**src/rtl/greenhouse_pkg.sv**
```systemverilog
// Shared types and constants for the greenhouse climate controller.
package greenhouse_pkg;

  localparam int TEMP_W       = 8;
  localparam int TEMP_XW      = 9;
  localparam int HYST_DEFAULT = 2;

  localparam logic signed [TEMP_XW-1:0] TEMP_MIN_X = -9'sd40;
  localparam logic signed [TEMP_XW-1:0] TEMP_MAX_X = 9'sd85;

  typedef enum logic [2:0] {
    ST_IDLE       = 3'd0,
    ST_HEAT_SOLAR = 3'd1,
    ST_HEAT_GEO   = 3'd2,
    ST_COOL_VENT  = 3'd3,
    ST_COOL_GEO   = 3'd4
  } state_e;

  function automatic logic signed [TEMP_XW-1:0] sext(input logic signed [TEMP_W-1:0] t);
    return {t[TEMP_W-1], t};
  endfunction

  function automatic logic in_range(input logic signed [TEMP_W-1:0] t);
    return (sext(t) >= TEMP_MIN_X) && (sext(t) <= TEMP_MAX_X);
  endfunction

endpackage

```
**src/rtl/greenhouse_climate_fsm_dwell_timer.sv**
```systemverilog
// Minimum-dwell down-counter: reloads on a state change, saturates at zero.
module greenhouse_climate_fsm_dwell_timer #(
  parameter int DWELL_W          = 32,
  parameter int MIN_DWELL_CYCLES = 1000
) (
  input  logic clk,
  input  logic rst,
  input  logic load_i,
  output logic done_o
);

  localparam logic [DWELL_W-1:0] LOAD_V = DWELL_W'(MIN_DWELL_CYCLES - 1);

  logic [DWELL_W-1:0] count_q, count_d;

  always_comb begin
    count_d = count_q;
    if (load_i) begin
      count_d = LOAD_V;
    end else if (count_q != '0) begin
      count_d = count_q - DWELL_W'(1);
    end
  end

  always_ff @(posedge clk) begin
    if (rst) begin
      count_q <= '0;
    end else begin
      count_q <= count_d;
    end
  end

  assign done_o = (count_q == '0);

endmodule

```
**src/rtl/greenhouse_climate_fsm.sv**
```systemverilog
// Greenhouse heat/cool source selection with hysteresis and minimum dwell.
// Optional sensor range fault: define SENSOR_RANGE_CHECK_EN.
//
// state       | meaning
// IDLE        | no source active
// HEAT_SOLAR  | solar loop pump heating
// HEAT_GEO    | geothermal pump heating
// COOL_VENT   | ambient vent cooling
// COOL_GEO    | geothermal pump cooling
module greenhouse_climate_fsm
  import greenhouse_pkg::*;
#(
  parameter int MIN_DWELL_CYCLES = 1000,
  parameter int HYST             = HYST_DEFAULT,
  parameter int DWELL_W          = 32
) (
  input  logic                     clk,
  input  logic                     rst,
  input  logic                     sample_valid,
  input  logic [15:0]              solar_light,
  input  logic signed [TEMP_W-1:0] solar_temp,
  input  logic signed [TEMP_W-1:0] greenhouse_temp,
  input  logic signed [TEMP_W-1:0] ambient_temp,
  input  logic signed [TEMP_W-1:0] geothermal_temp,
  input  logic [15:0]              solar_th,
  input  logic signed [TEMP_W-1:0] solar_cooldown_th,
  input  logic signed [TEMP_W-1:0] solar_heatup_th,
  input  logic signed [TEMP_W-1:0] greenhouse_cooldown_th,
  input  logic signed [TEMP_W-1:0] greenhouse_heatup_th,
  input  logic signed [TEMP_W-1:0] ambient_cooldown_th,
  input  logic signed [TEMP_W-1:0] ambient_heatup_th,
  input  logic signed [TEMP_W-1:0] geothermal_cooldown_th,
  input  logic signed [TEMP_W-1:0] geothermal_heatup_th,
  output logic                     pump_solar_en,
  output logic                     pump_geo_en,
  output logic                     vent_open,
  output logic                     solar_dump,
`ifdef SENSOR_RANGE_CHECK_EN
  output logic                     sensor_fault,
`endif
  output logic [2:0]               state_o
);

  localparam logic signed [TEMP_XW-1:0] HYST_X = TEMP_XW'(HYST);

  state_e state_q, state_d, sel;
  logic   dwell_done, eval, force_idle;
  logic   solar_ok, geo_heat_ok, vent_ok, geo_cool_ok;
  logic   need_cool, need_heat, heat_exit, cool_exit;
  logic   dump_q, dump_d;
  logic signed [TEMP_XW-1:0] gh_x, gh_cool_x, gh_heat_x;

  // ambient_heatup_th has no consumer in the selection rules.
  logic unused_amb_heat;
  assign unused_amb_heat = ^ambient_heatup_th;

  assign gh_x      = sext(greenhouse_temp);
  assign gh_cool_x = sext(greenhouse_cooldown_th);
  assign gh_heat_x = sext(greenhouse_heatup_th);

  assign need_cool = gh_x > gh_cool_x;
  assign need_heat = gh_x < gh_heat_x;
  assign heat_exit = gh_x >= (gh_heat_x + HYST_X);
  assign cool_exit = gh_x <= (gh_cool_x - HYST_X);

  assign solar_ok    = (solar_light >= solar_th) && (sext(solar_temp) > sext(solar_heatup_th));
  assign geo_heat_ok = sext(geothermal_temp) > sext(geothermal_heatup_th);
  assign vent_ok     = sext(ambient_temp) < sext(ambient_cooldown_th);
  assign geo_cool_ok = sext(geothermal_temp) < sext(geothermal_cooldown_th);

  assign eval = sample_valid && dwell_done;

`ifdef SENSOR_RANGE_CHECK_EN
  logic fault_q, range_bad;
  assign range_bad = sample_valid && !(in_range(solar_temp) && in_range(greenhouse_temp) &&
                                       in_range(ambient_temp) && in_range(geothermal_temp));
  always_ff @(posedge clk) begin
    if (rst) begin
      fault_q <= 1'b0;
    end else begin
      fault_q <= fault_q | range_bad;
    end
  end
  assign sensor_fault = fault_q;
  assign force_idle   = fault_q | range_bad;
`else
  assign force_idle = 1'b0;
`endif

  always_comb begin
    sel = ST_IDLE;
    if (need_cool) begin
      if (vent_ok)          sel = ST_COOL_VENT;
      else if (geo_cool_ok) sel = ST_COOL_GEO;
    end else if (need_heat) begin
      if (solar_ok)         sel = ST_HEAT_SOLAR;
      else if (geo_heat_ok) sel = ST_HEAT_GEO;
    end
  end

  always_ff @(posedge clk) begin
    if (rst) begin
      state_q <= ST_IDLE;
      dump_q  <= 1'b0;
    end else begin
      state_q <= state_d;
      dump_q  <= dump_d;
    end
  end

  always_comb begin
    state_d = state_q;
    dump_d  = sample_valid ? (sext(solar_temp) >= sext(solar_cooldown_th)) : dump_q;
    case (state_q)
      ST_IDLE: begin
        if (eval) state_d = sel;
      end
      ST_HEAT_SOLAR: begin
        if (eval) begin
          if (heat_exit)     state_d = ST_IDLE;
          else if (!solar_ok) state_d = sel;
        end
      end
      ST_HEAT_GEO: begin
        if (eval) begin
          if (heat_exit)        state_d = ST_IDLE;
          else if (!geo_heat_ok) state_d = sel;
        end
      end
      ST_COOL_VENT: begin
        if (eval) begin
          if (cool_exit)    state_d = ST_IDLE;
          else if (!vent_ok) state_d = sel;
        end
      end
      ST_COOL_GEO: begin
        if (eval) begin
          if (cool_exit)        state_d = ST_IDLE;
          else if (!geo_cool_ok) state_d = sel;
        end
      end
      default: state_d = ST_IDLE;
    endcase
    if (force_idle) state_d = ST_IDLE;
  end

  // Any change of state, including recovery from an illegal code, restarts the dwell.
  greenhouse_climate_fsm_dwell_timer #(
    .DWELL_W         (DWELL_W),
    .MIN_DWELL_CYCLES(MIN_DWELL_CYCLES)
  ) u_dwell (
    .clk   (clk),
    .rst   (rst),
    .load_i(state_d != state_q),
    .done_o(dwell_done)
  );

  always_comb begin
    pump_solar_en = 1'b0;
    pump_geo_en   = 1'b0;
    vent_open     = 1'b0;
    case (state_q)
      ST_HEAT_SOLAR: pump_solar_en = 1'b1;
      ST_HEAT_GEO:   pump_geo_en   = 1'b1;
      ST_COOL_GEO:   pump_geo_en   = 1'b1;
      ST_COOL_VENT:  vent_open     = 1'b1;
      default: ;
    endcase
  end

  assign state_o    = state_q;
  assign solar_dump = dump_q;

endmodule
```
**config.mk**
```make
export PLATFORM = sky130hd
export DESIGN_NAME = greenhouse_climate_fsm
export DESIGN_NICKNAME = d
export VERILOG_FILES = /design/src/rtl/greenhouse_pkg.sv /design/src/rtl/greenhouse_climate_fsm_dwell_timer.sv /design/src/rtl/greenhouse_climate_fsm.sv
export SDC_FILE = /design/constraint.sdc
export NUM_CORES = 1
export LEC_CHECK = 0
export ABC_AREA = 1
export CAP_MARGIN = 0
export CORE_MARGIN = 3
export CORE_UTILIZATION = 31
export DETAILED_ROUTE_END_ITERATION = 6
export GPL_TIMING_DRIVEN = 0
export HOLD_SLACK_MARGIN = 0.03
export SLEW_MARGIN = 10
export SYNTH_ARGS = -nofsm -noshare
export SYNTH_HDL_FRONTEND = slang
export SYNTH_SLANG_ARGS = --single-unit
export TNS_END_PERCENT = 5
```
**constraint.sdc**
```tcl
create_clock -name clk -period 4.4 [get_ports clk]
set_clock_uncertainty 0.15 [all_clocks]
set_input_delay 0.88 -clock clk [delete_from_list [all_inputs] [get_ports clk]]
set_output_delay 0.88 -clock clk [all_outputs]
set_load 0.02 [all_outputs]
```
Word level (Yosys, flattened, before mapping)
Cells that the tools add are included.

operators by class
  reductions and logical operators = 8
  eq/ne operators = 5
  order comparisons = 10
  $add $sub $neg = 3
  mux-type cells = 25

operator list
  cell                                                  number
  2-to-1 mux 3 bit                                      16
  logical NOT 32 bit                                    1
  nonzero test 32 bit                                   1
  subtractor 32 x 1 -> 32 bit (second input constant)   1
  greater-than comparator 8 bit                         3
  less-than comparator 8 bit                            3
  2-to-1 mux 10 bit                                     2
  >= comparator 16 bit                                  1
  one-hot mux 3 bit (5 select lines)                    1
  adder 8 x 3 -> 9 bit (second input constant)          1
  >= comparator 8 x 9 -> 1 bit                          1
  <= comparator 8 x 9 -> 1 bit                          1
  subtractor 8 x 3 -> 9 bit (second input constant)     1
  >= comparator 8 bit                                   1
  equality test 3 x 2 -> 1 bit (second input constant)  2
  2-to-1 mux 2 bit                                      3
  OR reduction 2 bit                                    2
  equality test 3 x 1 -> 1 bit (second input constant)  1
  equality test 3 bit (second input constant)           1
  logical NOT 3 bit                                     1
  2-to-1 mux 1 bit                                      3
  inequality test 3 bit                                 1
  logical AND 1 bit                                     2
  nonzero test 2 bit                                    1

storage, ports and cells
  word-level logic and storage cells = 55
  flip-flop bits (word level) = 36
  input port bits = 131
  output and inout bits = 7

Longest topological paths before layout
  word-level depth = 11
  mapped depth = 27
  gate-level depth less buffers = 27

Modules after synthesis
Synthesis repeated with hierarchy kept, for this count alone.

unflattened totals
  cell total of the unflattened synthesis = 819
  area total of the unflattened synthesis = 5,092.4 µm²

by module, submodules not included
  module                              seq. area each (µm²)  times used  area each (µm²)  cells each
  greenhouse_climate_fsm              80.1                  1           3,083.0          497
  greenhouse_climate_fsm_dwell_timer  640.6                 1           2,009.4          322

Worst setup path before layout
OpenSTA, ideal clock, no wires.

  path kind = in2reg
  from = in greenhouse_heatup_th[1]
  to = reg u_dwell.count_q[18]
  path slack = 0.803 ns
  data required time = 4.129 ns
  buffers on the path = 1
  arrival = 3.326 ns
  cell stages on the path = 25
  setup time = 0.121 ns
  path through = inv_1 > nor3_1 > nand3_1 > o21ai_0 > ha_1 > a21o_1 > nor2_1 > nand3_1 > nand2_1 > nand2_1 > nor2_1 > nand2_1 > nor2_1 > nand2_1 > nand2_1 > nand2_1 > nand2_1 > inv_1 > nand3_1 > nand2_1 > nand2_2 > inv_4 > nand3_4 > buf_12 > nor2_4

on the way
  word-level cells in the longest chain between the ends = 9
  elaborated cells on any way between the ends = 21
  those cells by class = 1 x add/sub; 2 x order compare; 1 x eq/ne; 16 x mux; 1 x reduce/logical

ends and longest elaborated chain
  element                                                       RTL line                                  text
  start: declaration                                            greenhouse_climate_fsm.sv:29              input logic signed [TEMP_W-1:0] greenhouse_heatup_th,
  branches (longest 6 deep; another with adder 8 x 3 -> 9 bit)  -
  one-hot mux 3 bit (5 select lines) (*)                        greenhouse_climate_fsm.sv:114             case (state_q)
  inequality test 3 bit (*)                                     greenhouse_climate_fsm.sv:154             .load_i(state_d != state_q),
  OR reduction 2 bit (no source line) (*)                       -
  end signal: assignment                                        greenhouse_climate_fsm_dwell_timer.sv:29  count_q <= count_d;
  end: declaration                                              greenhouse_climate_fsm_dwell_timer.sv:14  logic [DWELL_W-1:0] count_q, count_d;

Every way passes the cells marked *.
A chain may end at the register's enable or synchronous reset.

Final worst setup path
  from = in greenhouse_heatup_th[2]
  to = reg u_dwell.count_q[24]

The elaborated chain is that of the path after synthesis.

==> results.py <==
metrics = {
    "worst_setup_path": {
        "path_buf_inv": 4,
        "criticalPathCategory": "in -> reg",
        "cp_slowest_stage_delay_ps": 490,
        "critPathMostFrequentCell": "nand2_1",
        "arrival_ps": 4140,
        "critical_path.max_fanout": 9,
        "cp_data_required_time_ps": 4410,
        "endpoint_kind": "register",
        "cp_top_family": "simple AND/OR/NAND/NOR gates",
        "startpoint_type": "primary input",
        "ff2ff_setup_slack_ps": 1560,
        "cpMaxStageDelayCell": "clkdlybuf4s50_1",
        "cp-startpoint": "greenhouse_heatup_th[2]",
        "r2r_start": "u_dwell.count_q[0]",
    },
    "global_routing": {
        "antenna_found_initial": 0,
        "grt_max_degree": 11,
        "track_usage_pct": 13.1,
        "grt-ovfl-total": 0,
        "grt_pass1_vias": 4618,
        "grt_pass1_wl_um": 19900,
    },
    "clock_tree": {
        "clkSinkCount": 36,
        "tritoncts": "yes",
        "root_buffer": "clkbuf_16",
        "clock_latency_ps": 270,
        "cts_max_path_buffers": 2,
        "cts_buffers": 5,
        "clkTransAtPathRegs_ps": 50,
        "cts_hold_buffers": 0,
        "h-tree-depth": 2,
    },
    "cells_and_area": {
        "drive_above_1_share_pct": 8.72,
        "syn_to_final_growth_pct": 36.7,
        "fillers": 1626,
        "final_util_pct": 44.0,
        "final_cells": 1106,
        "nNetsFinal": 1115,
        "diodes": 0,
    },
    "power": {
        "total_power_mw": 2.23,
        "p_leak_nw": 3.54,
        "pwr_density_cell_nw_per_um2": 327,
        "ir_worst_vdd_mv": 0.216,
    },
    "route": {
        "drt_iter0_drc": 169,
        "num_vias": 4817,
        "dr.pass1.iters": 4,
        "ant_nets": 0,
        "drt-vias-per-instance": 4.36,
        "drt_wl_total_um": 11600,
        "drc": 0,
        "wire_per_inst_um": 10.5,
    },
    "status": {
        "outcome": "finished, final reports clean",
    },
    "place": {
        "place_inst": 1093,
        "dpl.hpwl_um": 10000,
        "io_buffers": 129,
        "dpl_worst_slack_ps": -222,
        "routabilityCongestion": 0.837,
    },
    "floorplan": {
        "dieArea_sq_um": 17600,
        "die_width_um": 133,
        "coreArea_sq_um": 15500,
        "num_rows": 45,
        "fp.dieH_um": 133,
        "start_util_pct": 32.2,
        "num_io_pins": 138,
    },
    "yosys": {
        "yosys_warnings": 0,
        "synth-main-ff-cell": "dfxtp_1",
        "synth_fa_ha_area_share_pct": 22.4,
        "yosys_register_bits": 36,
        "async_reset_ff_share_pct": 0,
        "yosys-mux-area-fraction_pct": 0,
        "synth.distinct_cells": 42,
        "seq_area_frac_synth_pct": 14.5,
        "syn_area_per_cell_sq_um": 6.61,
        "yosys.area.top_type": "ha_1",
        "synth-compound-area-share_pct": 7.11,
        "synthTopCellsByCount": "nand2_1 (167), inv_1 (156), ha_1 (89), nor2_1 (66), nand3_1 (44)",
        "post_synth_xor_area_fraction_pct": 6.86,
        "synth-simple-area-share_pct": 36.0,
        "synth_edf_count": 0,
        "netlist_area_sq_um": 4980,
        "synthTopCellsByArea": "ha_1 (22%), dfxtp_1 (14%), nand2_1 (13%), inv_1 (12%), nor2_4 (5.4%)",
        "synth.top_cell.area_share_pct": 22.4,
        "synth.most_common_cell": "nand2_1",
        "synthesis.instances": 753,
        "synth_top_family_by_area": "simple AND/OR/NAND/NOR gates",
        "syn_nets": 973,
    },
    "timing": {
        "tightest_slew_ps": 621,
        "fin_crit_sh_pct": 93.9,
        "slew_viol_final": 0,
        "fin_ws_ps": 269,
        "fmax_mhz": 242,
        "period_minus_slack_ps": 4130,
        "setup_viol": 0,
        "hold_viol": 0,
        "relSlewSlack_pct": 58.3,
    },
    "job": {
        "cap_violations": 0,
    },
    "hold_path": {
        "hold_class": "reg -> reg",
        "hold_path.startpoint": "solar_dump",
    },
}
[repair_timing]
action	in CTS	in global routing
gates resized for setup	0	17
endpoints found under the hold margin	0	0
buffers inserted	0	4
setup endpoints to repair	0	32
[per-stage QoR]
step / TNS [ps] / hold WS, ps / area [sq um]
global route: -172 / 360 / 6810
finish: 0 / 316 / 6810
detailed placement: -4490 / 314 / 6540
global placement: -4350 / 306 / 6540
floorplan: 0 / 345 / 4980
CTS: 0 / 321 / 6670
[placed cells by master (no fill, tap or decap), drive strengths merged]
cell type / instances
dfxtp: 36
dlymetal6s2s: 2
nor2: 98
ha: 89
or3: 1
a21oi: 35
o211ai: 3
o21ai: 14
nor3: 20
nand2: 172
o21bai: 1
o22ai: 1
inv: 161
o21a: 4
or2: 3
and2: 1
a21boi: 3
nor4: 1
o31a: 1
buf: 8
nand3b: 2
clkdlybuf4s50: 127
xnor2: 9
clkbuf: 8
a21o: 1
xor2: 30
clkinv: 2
nand4: 13
nand3: 47
nor3b: 2
[cells by family (layout without fill, tap and decap cells)]
kind of cell / Yosys count / count (layout)
buffers and inverters: 166 / 308
xor gates and xnor gates: 39 / 39
adders and majority gates: 89 / 89
and+or+nand+nor: 360 / 360
AOI/OAI and AO/OA: 63 / 63
DFF: 36 / 36
[path summary, 6_finish.rpt]
path,to,cells past startpoint
worst max-delay path,u_dwell.count_q[24],27
worst min-delay path,solar_dump,2
worst max register to register,u_dwell.count_q[24],22
worst min register to register,solar_dump,2
[final cells by class]
| cell class | count | area (sq um) | area share (%) |
|---|---|---|---|
| inverters | 162 | 611 | 8.96 |
| plain buffers | 4 | 48.8 | 0.716 |
| multi-input cells | 551 | 3660 | 53.7 |
| clock buffers | 6 | 129 | 1.89 |
| well taps | 211 | 264 | 3.88 |
| flip-flops and latches | 36 | 721 | 10.6 |
| repair buffers | 135 | 1380 | 20.2 |
| clock inverters | 1 | 5.00 | 0.0735 |
[power breakdown]
group | leakage, nW | total [mW] | internal, mW | switching [mW]
clock network | 0.0667 | 0.326 | 0.205 | 0.120
registers | 0.294 | 0.479 | 0.409 | 0.0693
logic | 3.18 | 1.43 | 0.629 | 0.797
[flip-flops by register name, summed over array words and instances (netlist names)]
signal / cells
u_dwell.count_q: 32
state_o: 3
solar_dump: 1
[worst min-delay path, stage by stage (launching register included)]
cell,delay (ps)
dfxtp_1,300
nand2_1,60
a21oi_1,60
[metal layers]
metal	vias up	part of all wire, %	track usage [%]
met1	2059	50	17.9
met5	-	0	0
met3	2	6.4	3.46
met2	106	43	21.7
li1	2650	-	-
met4	0	0.25	1.33
Note: power is estimated with default switching activity, not from simulation.
